===== src/rtl/twilight_sequencer.sv =====
// Frame-synchronous night/dawn/day/dusk fade sequencer for the sky-gradient generator.
// All updates land on frame strobes so fade_level never changes mid-frame.
module twilight_sequencer #(
  parameter int STEP_SIZE   = 4,
  parameter int STEP_DIV    = 2,
  parameter int HOLD_FRAMES = 120
) (
  input  logic       clk_pix,
  input  logic       rst,
  input  logic       frame,
  input  logic       en,
  input  logic       pause,
  input  logic       force_req,
  input  logic       force_day,
  output logic [7:0] fade_level,
  output logic [1:0] phase,
  output logic       phase_done
);

  localparam int HCW = (HOLD_FRAMES > 1) ? $clog2(HOLD_FRAMES) : 1;
  localparam int DCW = (STEP_DIV > 1) ? $clog2(STEP_DIV) : 1;
  localparam logic [HCW-1:0] HOLD_LAST = HCW'(HOLD_FRAMES - 1);
  localparam logic [DCW-1:0] DIV_LAST  = DCW'(STEP_DIV - 1);
  localparam logic [8:0]     STEP9     = 9'(STEP_SIZE);

  typedef enum logic [1:0] {
    NIGHT_HOLD = 2'd0,
    DAWN       = 2'd1,
    DAY_HOLD   = 2'd2,
    DUSK       = 2'd3
  } state_t;

  state_t           r_state, w_state_n;
  logic [7:0]       r_fade, w_fade_n;
  logic [HCW-1:0]   r_hold, w_hold_n;
  logic [DCW-1:0]   r_div, w_div_n;
  logic             r_done, w_done_n;
  logic             r_pend, w_pend_n;
  logic             r_target, w_target_n;

  logic             w_qual;
  logic             w_force;
  logic             w_force_day;
  logic [8:0]       w_sum;
  logic signed [8:0] w_diff;
  logic [7:0]       w_up;
  logic [7:0]       w_dn;

  assign w_qual      = frame & en & ~pause;
  // A request arriving on the frame edge itself is honoured immediately.
  assign w_force     = frame & (r_pend | force_req);
  assign w_force_day = force_req ? force_day : r_target;

  assign w_sum  = {1'b0, r_fade} + STEP9;
  assign w_diff = $signed({1'b0, r_fade}) - $signed(STEP9);
  assign w_up   = w_sum[8] ? 8'hFF : w_sum[7:0];
  assign w_dn   = w_diff[8] ? 8'h00 : w_diff[7:0];

  always_ff @(posedge clk_pix or posedge rst) begin
    if (rst) begin
      r_state  <= NIGHT_HOLD;
      r_fade   <= 8'h00;
      r_hold   <= '0;
      r_div    <= '0;
      r_done   <= 1'b0;
      r_pend   <= 1'b0;
      r_target <= 1'b0;
    end else begin
      r_state  <= w_state_n;
      r_fade   <= w_fade_n;
      r_hold   <= w_hold_n;
      r_div    <= w_div_n;
      r_done   <= w_done_n;
      r_pend   <= w_pend_n;
      r_target <= w_target_n;
    end
  end

  always_comb begin
    w_state_n  = r_state;
    w_fade_n   = r_fade;
    w_hold_n   = r_hold;
    w_div_n    = r_div;
    w_done_n   = 1'b0;
    w_pend_n   = r_pend;
    w_target_n = r_target;

    if (force_req) begin
      w_pend_n   = 1'b1;
      w_target_n = force_day;
    end

    if (w_force) begin
      w_state_n = w_force_day ? DAY_HOLD : NIGHT_HOLD;
      w_fade_n  = w_force_day ? 8'hFF : 8'h00;
      w_hold_n  = '0;
      w_div_n   = '0;
      w_pend_n  = 1'b0;
    end else if (w_qual) begin
      case (r_state)
        NIGHT_HOLD, DAY_HOLD: begin
          if (r_hold == HOLD_LAST) begin
            w_hold_n  = '0;
            w_div_n   = '0;
            w_state_n = (r_state == NIGHT_HOLD) ? DAWN : DUSK;
          end else begin
            w_hold_n = r_hold + HCW'(1);
          end
        end
        DAWN: begin
          if (r_div == DIV_LAST) begin
            w_fade_n = w_up;
            w_div_n  = '0;
            if (w_up == 8'hFF) begin
              w_state_n = DAY_HOLD;
              w_hold_n  = '0;
              w_done_n  = 1'b1;
            end
          end else begin
            w_div_n = r_div + DCW'(1);
          end
        end
        DUSK: begin
          if (r_div == DIV_LAST) begin
            w_fade_n = w_dn;
            w_div_n  = '0;
            if (w_dn == 8'h00) begin
              w_state_n = NIGHT_HOLD;
              w_hold_n  = '0;
              w_done_n  = 1'b1;
            end
          end else begin
            w_div_n = r_div + DCW'(1);
          end
        end
      endcase
    end
  end

  assign fade_level = r_fade;
  assign phase      = r_state;
  assign phase_done = r_done;

endmodule


===== config.mk =====
export PLATFORM = sky130hd
export DESIGN_NAME = twilight_sequencer
export DESIGN_NICKNAME = d
export VERILOG_FILES = /design/src/rtl/twilight_sequencer.sv
export SDC_FILE = /design/constraint.sdc
export NUM_CORES = 1
export LEC_CHECK = 0
export CORE_AREA = 2 2 64 66
export CTS_BUF_LIST = sky130_fd_sc_hd__clkbuf_8
export DETAILED_ROUTE_END_ITERATION = 16
export DIE_AREA = 0 0 66 68
export HOLD_SLACK_MARGIN = 0.03
export MAX_ROUTING_LAYER = met4
export PLACE_DENSITY = 0.72
export SYNTH_ARGS = -nofsm -noshare
export SYNTH_HDL_FRONTEND = slang
export SYNTH_SLANG_ARGS = --single-unit

===== constraint.sdc =====
create_clock -name clk_pix -period 2.5 [get_ports clk_pix]
set_input_delay 0.25 -clock clk_pix [delete_from_list [all_inputs] [get_ports clk_pix]]
set_output_delay 0.25 -clock clk_pix [all_outputs]
set_load 0.05 [all_outputs]

---- Yosys cells after proc, flatten, opt, wreduce, memory -nomap -nowiden ----
Index checks and enable logic that the tools add are counted.
word-level totals
  bits of input ports ..................... 7
  register bits ........................... 21
  output and inout port bits .............. 11
cells by class
  mux-type cells .......................... 41
  equality and inequality tests ........... 10
  bitwise gates (word level) .............. 5
  add/subtract/negate cells ............... 4
  reductions and logical operators ........ 11
operators with widths
  operator               number
  $mux W8                7
  $mux W7                7
  $pmux W7 S3            1
  $mux W2                9
  $pmux W8 S2            1
  $ne A3 B3 Y1 const B   5
  $mux W1                13
  $add A8 B3 Y9 const B  1
  $sub A8 B3 Y9 const B  1
  $eq A8 B8 Y1 const B   1
  $logic_not A8 Y1       1
  $add A7 B1 Y7 const B  1
  $eq A7 B7 Y1 const B   1
  $pmux W2 S3            1
  $reduce_and A6 Y1      1
  $reduce_and A5 Y1      1
  $eq A2 B2 Y1 const B   2
  $pmux W1 S2            2
  $reduce_and A4 Y1      1
  $reduce_bool A2 Y1     2
  $reduce_or A2 Y1       2
  $and A1 B1 Y1          3
  $reduce_bool A3 Y1     1
  $eq A2 B1 Y1 const B   1
  5 further kinds        5

---- Longest topological paths before layout ----
  depth in word-level cells ............... 8
  mapped depth ............................ 8

---- Worst setup path before layout ----
OpenSTA, ideal clock, no wires.
  kind .................................... register -> register
  start point ............................. register r_fade[2] (netlist: fade_level[2])
  end point ............................... register r_hold[2]
  buffers on the path ..................... 1
  slack ................................... 0.214 ns
  arrival time ............................ 2.160 ns
  cell stages (with the launch flop) ...... 9
  path through ............................ dfrtp_1 -> buf_6 -> inv_1 -> ha_1 -> nand2_4 -> nor4b_4 -> a31oi_4 -> a211oi_4 -> o2bb2ai_2
on the way
  word-level cells in the longest chain between the ends .. 5
  elaborated cells between the ends (all ways) .. 9
  classes of those cells .................. add/sub (2); eq/ne (3); mux (2); reduce/logical (2)
RTL lines
  item                                                     line      RTL
  from (decl)                                              34        logic [7:0] r_fade, w_fade_n;
  from (signal assigned)                                   70        r_fade <= w_fade_n;
  $add A8 B3 Y9 / $sub A8 B3 Y9 (equally long branches)    54, 55
  $mux W8, on equally long branches                        56, 57
  $eq A8 B8 Y1 / $logic_not A8 Y1 (equally long branches)  114, 127
  $ne A3 B3 Y1 (no line)                                   -
  $reduce_and A5 Y1 (no line) (*)                          -
  to (signal assigned)                                     71        r_hold <= w_hold_n;
  to (decl)                                                35        logic [HCW-1:0] r_hold, w_hold_n;
Mark *: on every way between the ends. The rest lies on a longest branch, timed or not.
A chain may end at the register's enable or synchronous reset.

---- Final worst setup path ----
  start point ............................. register r_fade[2] (netlist: fade_level[2])
  end point ............................... register r_hold[3]
The elaborated chain is that of the path after synthesis.

==> results.cfg <==
[yosys]
part_of_the_yosys_area_used_for_sequential_elements_pct = 31.7
ys.flop_type = sky130_fd_sc_hd__dfrtp_1
synthesized_area_divided_by_synthesized_cell_count_sq_um = 9.01
synth.ff_latch_count = 21
synth_enable_flop_cells = 0
async_flop_share_pct = 100
syn-instance-count = 184
mappedNetlistArea_sq_mm = 0.00166
syn-num-nets = 198
synth.lib_cells_used.distinct = 56
yosys_warnings = 0

[cts]
cts_htree_levels = 1
post_cts_resized = 0
cts_tree = built
numCtsBuffers = 3
library_cell_used_as_clock_root_buffer = sky130_fd_sc_hd__clkbuf_8
cts_max_path_buffers = 2
clock_latency_ps = 260
cts_sinks = 21
ctsHoldBuffers = 0
post_cts.repair.setup_buffers = 0
cts.clk_slew.worst_paths_ps = 80

[setup_path]
timing.critical_path.cells = inv_1 -> ha_1 -> nand2_4 -> nor4b_4 -> a31oi_4 -> a211oi_4 -> o21ai_2
slowest_cell_on_the_critical_path = sky130_fd_sc_hd__dfrtp_1
setup.reg_to_reg.worst_slack_ps = 440
path_max_fanout = 8
worst_r2r_path_cells = 7
worst_ep_arrival_time_ps = 2190
crit_path_class = reg -> reg
crit_reg_reg_endpoint = r_hold[3]
cp-start-kind = flop
worst_r2r_startpoint = fade_level[2]
crit_required_ps = 2630
crit_path_max_incr_delay_ps = 500
cp-end-kind = flop

[timing]
whs_ps = 453
worstMarginPinSlew_ps = 800
timing.max_slew.rel_slack_pct = 46.6
worst_case_clock_skew_ps = 7.52
fin_tns_setup_ps = 0
finalCritPeriodShare_pct = 82.3
setup_viol_count_final = 0
max_freq_mhz = 486
setup_repair_after_global_routing_missed_its_margin = no
layout_min_cycle_time_ps = 2060
final_hold_viol_count = 0
slew_violations = 0

[pwr]
power-per-cell-area_mw_per_mm2 = 731
p_sw_uw = 627
power_report.internal_total_uw = 755
total_leakage_power_nw = 0.777
share_comb_of_total_power_pct = 48.1
power.share.clock_pct = 15.7
power.sequential.fraction_pct = 36.1
irDropWorstVdd_mv = 0.371
power_switching_share_pct = 45.4

[global_routing]
grt_util_met1_pct = 24.0
globalRouteTotalUtil_pct = 17.9
grt_remaining_overflow = 0
grt-busiest-layer = met2
grt_antenna_before_repair = 0
met3_usage_pct = 2.96
groute.layer.met2.usage_pct = 28.2
global_route_wire_length_before_repair_microns = 6110
first_global_vias = 1302
grt_start_max_net_pins = 22

[route]
drt_wl_total_microns = 3570
detail_route.wl_per_cell_microns = 14.3
postRouteAntennaNets = 0
routed-via-count = 1401
vias_per_cell = 5.60
detail_route.drc_violations = 0
firstDrtPassIters = 4
first_iter_violations = 76

[placed_design]
placement.io_buffers = 17
globalplace.congestion = 0.916
placed_area_sq_mm = 0.00185
detailed_place_hpwl_microns = 2600

[floorplanning]
fp.dieArea_sq_mm = 0.00449
coreArea_sq_mm = 0.00386
die-width_microns = 66
initial_utilization_pct = 43.0
ioPinCount = 18
placementRows = 23
height_of_the_die_microns = 68

[finish]
areaGrowthSynthToFinish_pct = 14.0
insertedDiodeCount = 0
fin_area_sq_mm = 0.00189
final_cell_mix = sky130_fd_sc_hd__nor2_1, sky130_fd_sc_hd__dfrtp_1, sky130_fd_sc_hd__clkdlybuf4s50_1, sky130_fd_sc_hd__nand2_1
num-fill-cells = 374
layout-drive-gt1-share_pct = 15.0
final_nets = 215

[job]
max-cap-violations = 0

[status]
status = completed

[min_path]
hold_class = in -> async
## routing by layer
layer | share of wire (%) | wire length (microns)
met1 | 46 | 1650
met2 | 47 | 1680
met3 | 5.1 | 181
met4 | 1.5 | 55
met5 | 0 | 0
## sequential cells by signal, indices dropped and copies added, names as in the netlist
name	flops
r_pend	1
phase	2
r_div	1
r_target	1
phase_done	1
r_hold	7
fade_level	8
## worst max-delay path: cells and delay by family, from the launching register on
family	cells	cell delay (ps)
fa+ha+maj	1	370
simple gates	2	370
flops	1	500
compound gates	3	620
buf+inv	1	80
## power groups by stage
stage	clock (mW)	combinational [mW]	sequential, mW
after CTS	0.227	0.666	0.500
after detailed placement	0	0.659	0.506
after global routing	0.241	0.728	0.513
after global placement	0	0.651	0.503
after floorplan	0	0.433	0.583
final	0.218	0.666	0.499
## layout make-up
type                    instances  area, sq um  share of cell area (%)
clock buffers                   3         41.3                    2.18
clock inverters                 1         3.75                   0.199
inverters                      13         48.8                    2.58
multi-input cells             141         1010                    53.3
flip-flops and latches         21          526                    27.8
well taps                      50         62.6                    3.31
repair buffers                 21          200                    10.6
## per-stage QoR
step / instances / power, mW / utilization, % / worst slack, ps
finish: 250 / 1.38 / 49.0 / 442
detailed placement: 246 / 1.17 / 47.9 / 454
global route: 250 / 1.48 / 49.0 / 293
global placement: 246 / 1.15 / 47.9 / 473
floorplan: 184 / 1.02 / - / 214
CTS: 250 / 1.39 / 49.0 / 433
## logic make-up (layout without fill, tap and decap cells)
kind of cell / count (synthesis) / in the layout / synth area share, %
AOI/OAI and AO/OA: 61 / 61 / 29.9
xor gates and xnor gates: 6 / 6 / 3.17
adders and majority gates: 7 / 7 / 5.28
buffers and inverters: 22 / 38 / 7.47
DFF: 21 / 21 / 31.7
muxes: 3 / 3 / 1.81
and+or+nand+nor: 64 / 64 / 20.7
## cells in the mapped netlist (3+ instances only)
cell                       count  area, sq um
sky130_fd_sc_hd__dfrtp_1      21          526
sky130_fd_sc_hd__nor2_1       21         78.8
sky130_fd_sc_hd__nand2_1      16         60.1
sky130_fd_sc_hd__a21oi_1      13         65.1
sky130_fd_sc_hd__inv_1        12         45.0
sky130_fd_sc_hd__o21ai_0       8         40.0
sky130_fd_sc_hd__ha_1          7         87.6
sky130_fd_sc_hd__nand3_1       7         35.0
sky130_fd_sc_hd__buf_6         5         56.3
sky130_fd_sc_hd__xnor2_1       5         43.8
sky130_fd_sc_hd__o21a_1        4         30.0
sky130_fd_sc_hd__o21ai_2       4         35.0
sky130_fd_sc_hd__buf_2         3         15.0
sky130_fd_sc_hd__mux2i_1       3         30.0
sky130_fd_sc_hd__o211ai_1      3         22.5
## how the worst max path moves through the flow
stage	from	to	cells past startpoint
2_1_floorplan	fade_level[2]	r_hold[2]	8
3_3_place_gp	fade_level[2]	r_hold[3]	7
3_5_place_dp	force_req	r_hold[5]	6
4_1_cts	fade_level[2]	r_hold[2]	7
5_1_grt	fade_level[2]	r_hold[2]	7
6_report	fade_level[2]	r_hold[3]	7
Power figures use the tool's default switching activity.
